**config.mk**
```make
export PLATFORM = sky130hd
export DESIGN_NAME = regfile_wb_arbiter
export DESIGN_NICKNAME = d
export VERILOG_FILES = /design/src/rtl/regfile_wb_arbiter.sv
export SDC_FILE = /design/constraint.sdc
export NUM_CORES = 1
export LEC_CHECK = 0
export ABC_AREA = 1
export ABC_CLOCK_PERIOD_IN_PS = 4000
export CORE_ASPECT_RATIO = 0.75
export CORE_UTILIZATION = 48
export DETAILED_ROUTE_END_ITERATION = 10
export PLACE_DENSITY = 0.85
export SLEW_MARGIN = 20
export SYNTH_ARGS = -nofsm -noshare
export SYNTH_HDL_FRONTEND = slang
export SYNTH_SLANG_ARGS = --single-unit
```
**constraint.sdc**
```tcl
create_clock -name clk -period 4 [get_ports clk]
set_input_delay 0.8 -clock clk [delete_from_list [all_inputs] [get_ports clk]]
set_output_delay 0.8 -clock clk [all_outputs]
set_load 0.01 [all_outputs]
```
**src/rtl/regfile_wb_arbiter.sv**
```systemverilog
// Round-robin writeback arbiter for the single register-file write port, with a
// busy scoreboard of in-flight destinations and a RAW/WAW hazard stall for issue.
module regfile_wb_arbiter #(
  parameter int XLEN      = 32,
  parameter int NREG_BITS = 5
) (
  input  logic                     clk,
  input  logic                     rst,
  input  logic [2:0]               req_valid,
  input  logic [3*NREG_BITS-1:0]   req_rd,
  input  logic [3*XLEN-1:0]        req_data,
  output logic [2:0]               req_ready,
  output logic                     wb_en,
  output logic [NREG_BITS-1:0]     wb_rd,
  output logic [XLEN-1:0]          wb_data,
  input  logic                     sb_set,
  input  logic [NREG_BITS-1:0]     sb_set_rd,
  input  logic                     sb_flush,
  input  logic [NREG_BITS-1:0]     chk_rs1,
  input  logic [NREG_BITS-1:0]     chk_rs2,
  output logic                     hazard,
  output logic [2**NREG_BITS-1:0]  busy_vec
);

  localparam int NREG = 2**NREG_BITS;
  localparam logic [NREG_BITS-1:0] RD_ZERO = {NREG_BITS{1'b0}};

  logic [1:0]           p_q, p_d;
  logic                 wb_en_q, wb_en_d;
  logic [NREG_BITS-1:0] wb_rd_q, wb_rd_d;
  logic [XLEN-1:0]      wb_data_q, wb_data_d;
  logic [NREG-1:0]      busy_q, busy_d;

  logic [1:0]           idx1_s, idx2_s, sel_s;
  logic                 xfer_s;
  logic [NREG_BITS-1:0] sel_rd_s;
  logic [XLEN-1:0]      sel_data_s;

  always_comb begin
    idx1_s = (p_q == 2'd2) ? 2'd0 : p_q + 2'd1;
    idx2_s = (p_q == 2'd0) ? 2'd2 : p_q - 2'd1;
    req_ready = 3'b000;
    sel_s     = 2'd0;
    if (rst) begin
      req_ready = 3'b000;
    end else if (req_valid[p_q]) begin
      req_ready[p_q] = 1'b1;
      sel_s          = p_q;
    end else if (req_valid[idx1_s]) begin
      req_ready[idx1_s] = 1'b1;
      sel_s             = idx1_s;
    end else if (req_valid[idx2_s]) begin
      req_ready[idx2_s] = 1'b1;
      sel_s             = idx2_s;
    end else begin
      req_ready = 3'b000;
    end
    xfer_s = |req_ready;
  end

  always_comb begin
    case (sel_s)
      2'd1: begin
        sel_rd_s   = req_rd[NREG_BITS +: NREG_BITS];
        sel_data_s = req_data[XLEN +: XLEN];
      end
      2'd2: begin
        sel_rd_s   = req_rd[2*NREG_BITS +: NREG_BITS];
        sel_data_s = req_data[2*XLEN +: XLEN];
      end
      default: begin
        sel_rd_s   = req_rd[0 +: NREG_BITS];
        sel_data_s = req_data[0 +: XLEN];
      end
    endcase
  end

  // Pointer and write-port next state; rd=0 transfers advance p but never write.
  always_comb begin
    p_d       = p_q;
    wb_en_d   = 1'b0;
    wb_rd_d   = wb_rd_q;
    wb_data_d = wb_data_q;
    if (xfer_s) begin
      p_d       = (sel_s == 2'd2) ? 2'd0 : sel_s + 2'd1;
      wb_en_d   = (sel_rd_s != RD_ZERO);
      wb_rd_d   = sel_rd_s;
      wb_data_d = sel_data_s;
    end else begin
      p_d = p_q;
    end
  end

  // Set after clear so a newer in-flight writer wins; flush overrides both.
  always_comb begin
    busy_d = busy_q;
    if (wb_en_q) begin
      busy_d[wb_rd_q] = 1'b0;
    end else begin
      busy_d = busy_q;
    end
    if (sb_set && (sb_set_rd != RD_ZERO)) begin
      busy_d[sb_set_rd] = 1'b1;
    end else begin
      busy_d[0] = 1'b0;
    end
    if (sb_flush) begin
      busy_d = {NREG{1'b0}};
    end else begin
      busy_d[0] = 1'b0;
    end
  end

  always_comb begin
    hazard = ((chk_rs1 != RD_ZERO) && busy_q[chk_rs1]) ||
             ((chk_rs2 != RD_ZERO) && busy_q[chk_rs2]) ||
             (sb_set && (sb_set_rd != RD_ZERO) && busy_q[sb_set_rd]);
  end

  always_ff @(posedge clk) begin
    if (rst) begin
      p_q       <= 2'd0;
      wb_en_q   <= 1'b0;
      wb_rd_q   <= RD_ZERO;
      wb_data_q <= {XLEN{1'b0}};
      busy_q    <= {NREG{1'b0}};
    end else begin
      p_q       <= p_d;
      wb_en_q   <= wb_en_d;
      wb_rd_q   <= wb_rd_d;
      wb_data_q <= wb_data_d;
      busy_q    <= busy_d;
    end
  end

  assign wb_en    = wb_en_q;
  assign wb_rd    = wb_rd_q;
  assign wb_data  = wb_data_q;
  assign busy_vec = busy_q;

endmodule

```
==> impl_metrics.ini, run 1 <==
[route]
post_drt_wl_per_cell_um = 15.36
drc = 0
vias = 6512
first_pass_iters = 7
ant_nets = 0
vias_per_cell = 5.377
drt_iter0_drc = 581
drt_wl_total_um = 18600

[final_layout]
final_cells = 1211
diodes = 0
post-route-util = 0.7416
fin_area_um2 = 7809
area_growth_pct = 47.09
drive_above_1_share = 0.04744
num-nets-final = 1210

[floorplanning]
row_count = 32
coreArea_um2 = 10530
fp.dieW_um = 123.4
start_util = 0.5042
fp.dieH_um = 93.08
dieArea_um2 = 11490
io_pins = 207

[placed_design]
dpl-instance-area_um2 = 7510
gp_congestion = 0.9273
place_hpwl_um = 14270
place_ws_ps = 220.6
dp_cells = 1195
port-buffer-count = 205

[timing]
setup_viol = 0
relSlewSlack = 0.2609
fin_skew_ps = 6.403
max_freq_ghz = 0.2719
hold_slack_ps = 524.3
maxSlewViolCount = 0
rsz0062_at_grt = false
min_period_ps = 3678
post-route-period-util = 0.9195
hold_violations = 0
worst_pin_slew_ps = 1100
setup_tns_ps = 0
setup_ws_ps = 322.2

[hold_path]
min_delay_path_depth = 2
holdPathEnd = busy_vec[23]
hp-start = busy_vec[23]
holdCritPathClass = reg -> reg

[power_and_ir_drop]
clockPowerShare = 0.182
internal_power_mw = 2.456
p_sw_frac = 0.4243
power_mw = 4.267
leakage_nw = 3.781
p_switching_mw = 1.811
comb_power_share = 0.591
seq_power_share = 0.227
vdd_drop_max_uv = 479.3
power_per_cell_area_nw_per_um2 = 546.4

[grt]
grt_use_total = 0.3319
grt_max_degree = 41
overflow = 0
grt_pass1_vias = 6013
grt_first_pass_wirelength_um = 29500
antenna_found_initial = 0

[synthesis]
synth_area_per_cell_um2 = 6.047
synth_top_area_cell = dfxtp_1
synthTopCellsByArea = dfxtp_1 (27%), nand2_1 (19%), inv_1 (9.6%)
ys_warn_count = 0
synth.net_count = 1018
synthDistinctLibCells = 26
synthCells = 878
async_flop_share = 0
synth_seq_area_share = 0.2677
yosysMostFrequentCell = nand2_1
synth_area_um2 = 5309
synth-main-ff-cell = dfxtp_1
yosys-top-cells-count = nand2_1 (273), inv_1 (136), dfxtp_1 (71), nor2_1 (58), nand3_1 (47)
ys_ff_latch = 71
synth_edf_count = 0
synth.top_cell.area_share = 0.2677

[critical_path]
crit_chain = clkdlybuf4s50_1 -> nand2_1 -> nor3_1 -> nor2_1 -> nand2_1 -> nand3_1 -> nand2_1 -> nor2_1 -> nand2_1 -> clkdlybuf4s50_1
r2r_end = wb_en
startpoint_type = primary input
critPathArrivalTime_ps = 2880
r2r_start = p_q[0]
end_kind = output port
crit_top_cell = nand2_1
worstPathMaxFanout = 6
rrSetupSlack_ps = 890
cp_top_family = buffers and inverters
crit_required_ps = 3200
cp_num_cells = 10
worstSetupPathType = in -> out
cpMaxStageDelayCell = clkdlybuf4s50_1
r2r_cells = 16
critPathMaxStageDelay_ps = 630
crit_buf_inv = 2

[clock_network]
htreeDepth = 3
tritoncts = done
cts_buffers = 9
clock_latency_ps = 340
cts-root-buf = clkbuf_16
clk_path_buf_depth = 2
cts_setup_buffers = 0
hold_buffers = 0
clk_pin_slew_ps = 50
cts_num_sinks = 71

[job]
max_cap_viol_count = 0

[run_status]
status = finished clean
## sequential cells by signal, summed over array words and instances (netlist names)
signal    count
wb_data      32
busy_vec     31
wb_rd         5
p_q           2
wb_en         1
## layout make-up
cell class / instances / area (um^2)
Clock buffer: 14 / 284.0
Clock inverter: 2 / 12.51
Fill cell: 838 / 2721
Inverter: 139 / 521.8
Multi-Input combinational cell: 618 / 3137
Sequential cell: 71 / 1421
Tap cell: 136 / 170.2
Timing Repair Buffer: 231 / 2262
## timing repair
item                       in CTS  in global routing
hold endpoints to repair        0                  0
setup endpoints to repair       0                  1
resized for setup               0                  1
## cell families after synthesis
group                    after synthesis  synth area share
other                                  1         0.0007064
flip-flops                            71            0.2677
adder cells (fa/ha/maj)                7           0.01650
AO/OA/AOI/OAI                        142            0.1657
buffers and inverters                189            0.1419
multiplexers                          32           0.06034
AND/OR/NAND/NOR                      436            0.3472
## worst register-to-register path, stage by stage (launching register included)
cell and delay [ps]:
dfxtp_1 390, inv_2 100, ha_1 230, inv_1 140
nand3_1 120, nand2_1 100, nand2_1 60, nand2_1 80
nand2_1 50, a21oi_1 200, inv_1 130, ha_2 560
inv_1 200, o2bb2ai_1 300, nand4_1 140, o21ai_0 170
inv_1 60
## power groups by stage
stage	Clock, mW	Sequential (mW)	Combinational [mW]
finish	0.776	0.969	2.52
global route	0.817	0.986	2.78
CTS	0.782	0.968	2.51
detailed placement	0	0.979	2.47
global placement	0	0.973	2.44
floorplan	0	1.03	1.53
## routing by layer
layer	vias up	share of wire	GRT usage
met1	2902	0.41	0.4236
li1	3215	-	-
met3	37	0.11	0.1012
met2	358	0.46	0.5349
met5	-	0	0
met4	0	0.019	0.09940
## worst max-delay path by stage
stage                        end  slack [ps]         start
after floorplan            wb_en        1310  req_valid[1]
after global placement    hazard         230    chk_rs1[0]
after detailed placement  hazard         220    chk_rs1[0]
after CTS                 hazard         200    chk_rs1[0]
after global routing      hazard         140    chk_rs2[0]
final                     hazard         320    chk_rs2[2]
## cells in the final DEF (no fill, tap or decap)
| cell | count |
|---|---|
| clkinv_2 | 1 |
| nand2_2 | 1 |
| ha_2 | 1 |
| dfxtp_1 | 71 |
| o211ai_1 | 11 |
| a21oi_1 | 46 |
| ha_1 | 6 |
| nor3_1 | 10 |
| clkbuf_8 | 4 |
| o21ai_0 | 46 |
| nor3_2 | 3 |
| clkbuf_16 | 9 |
| nor2_1 | 58 |
| a22o_1 | 34 |
| inv_1 | 136 |
| nand4_1 | 41 |
| a31oi_1 | 2 |
| buf_12 | 1 |
| clkbuf_1 | 1 |
| or2_2 | 2 |
| nand3_2 | 1 |
| buf_4 | 25 |
| o2bb2ai_1 | 3 |
| nand3_1 | 47 |
| clkinvlp_4 | 1 |
| clkinv_1 | 1 |
| conb_1 | 1 |
| inv_2 | 2 |
| nand2_1 | 273 |
| dlymetal6s2s_1 | 1 |
| mux2i_1 | 32 |
| clkdlybuf4s50_1 | 204 |
(Power assumes the default switching activity.)
==> run 2, diff against run 1 <==
--- a/config.mk
+++ b/config.mk
@@ -11,7 +11,7 @@
 export CORE_UTILIZATION = 48
 export DETAILED_ROUTE_END_ITERATION = 10
 export PLACE_DENSITY = 0.85
-export SLEW_MARGIN = 20
+export SLEW_MARGIN = 0
 export SYNTH_ARGS = -nofsm -noshare
 export SYNTH_HDL_FRONTEND = slang
 export SYNTH_SLANG_ARGS = --single-unit
==> results of run 2 <==
Final layout, timing and power as in run 1 (identical DEF).
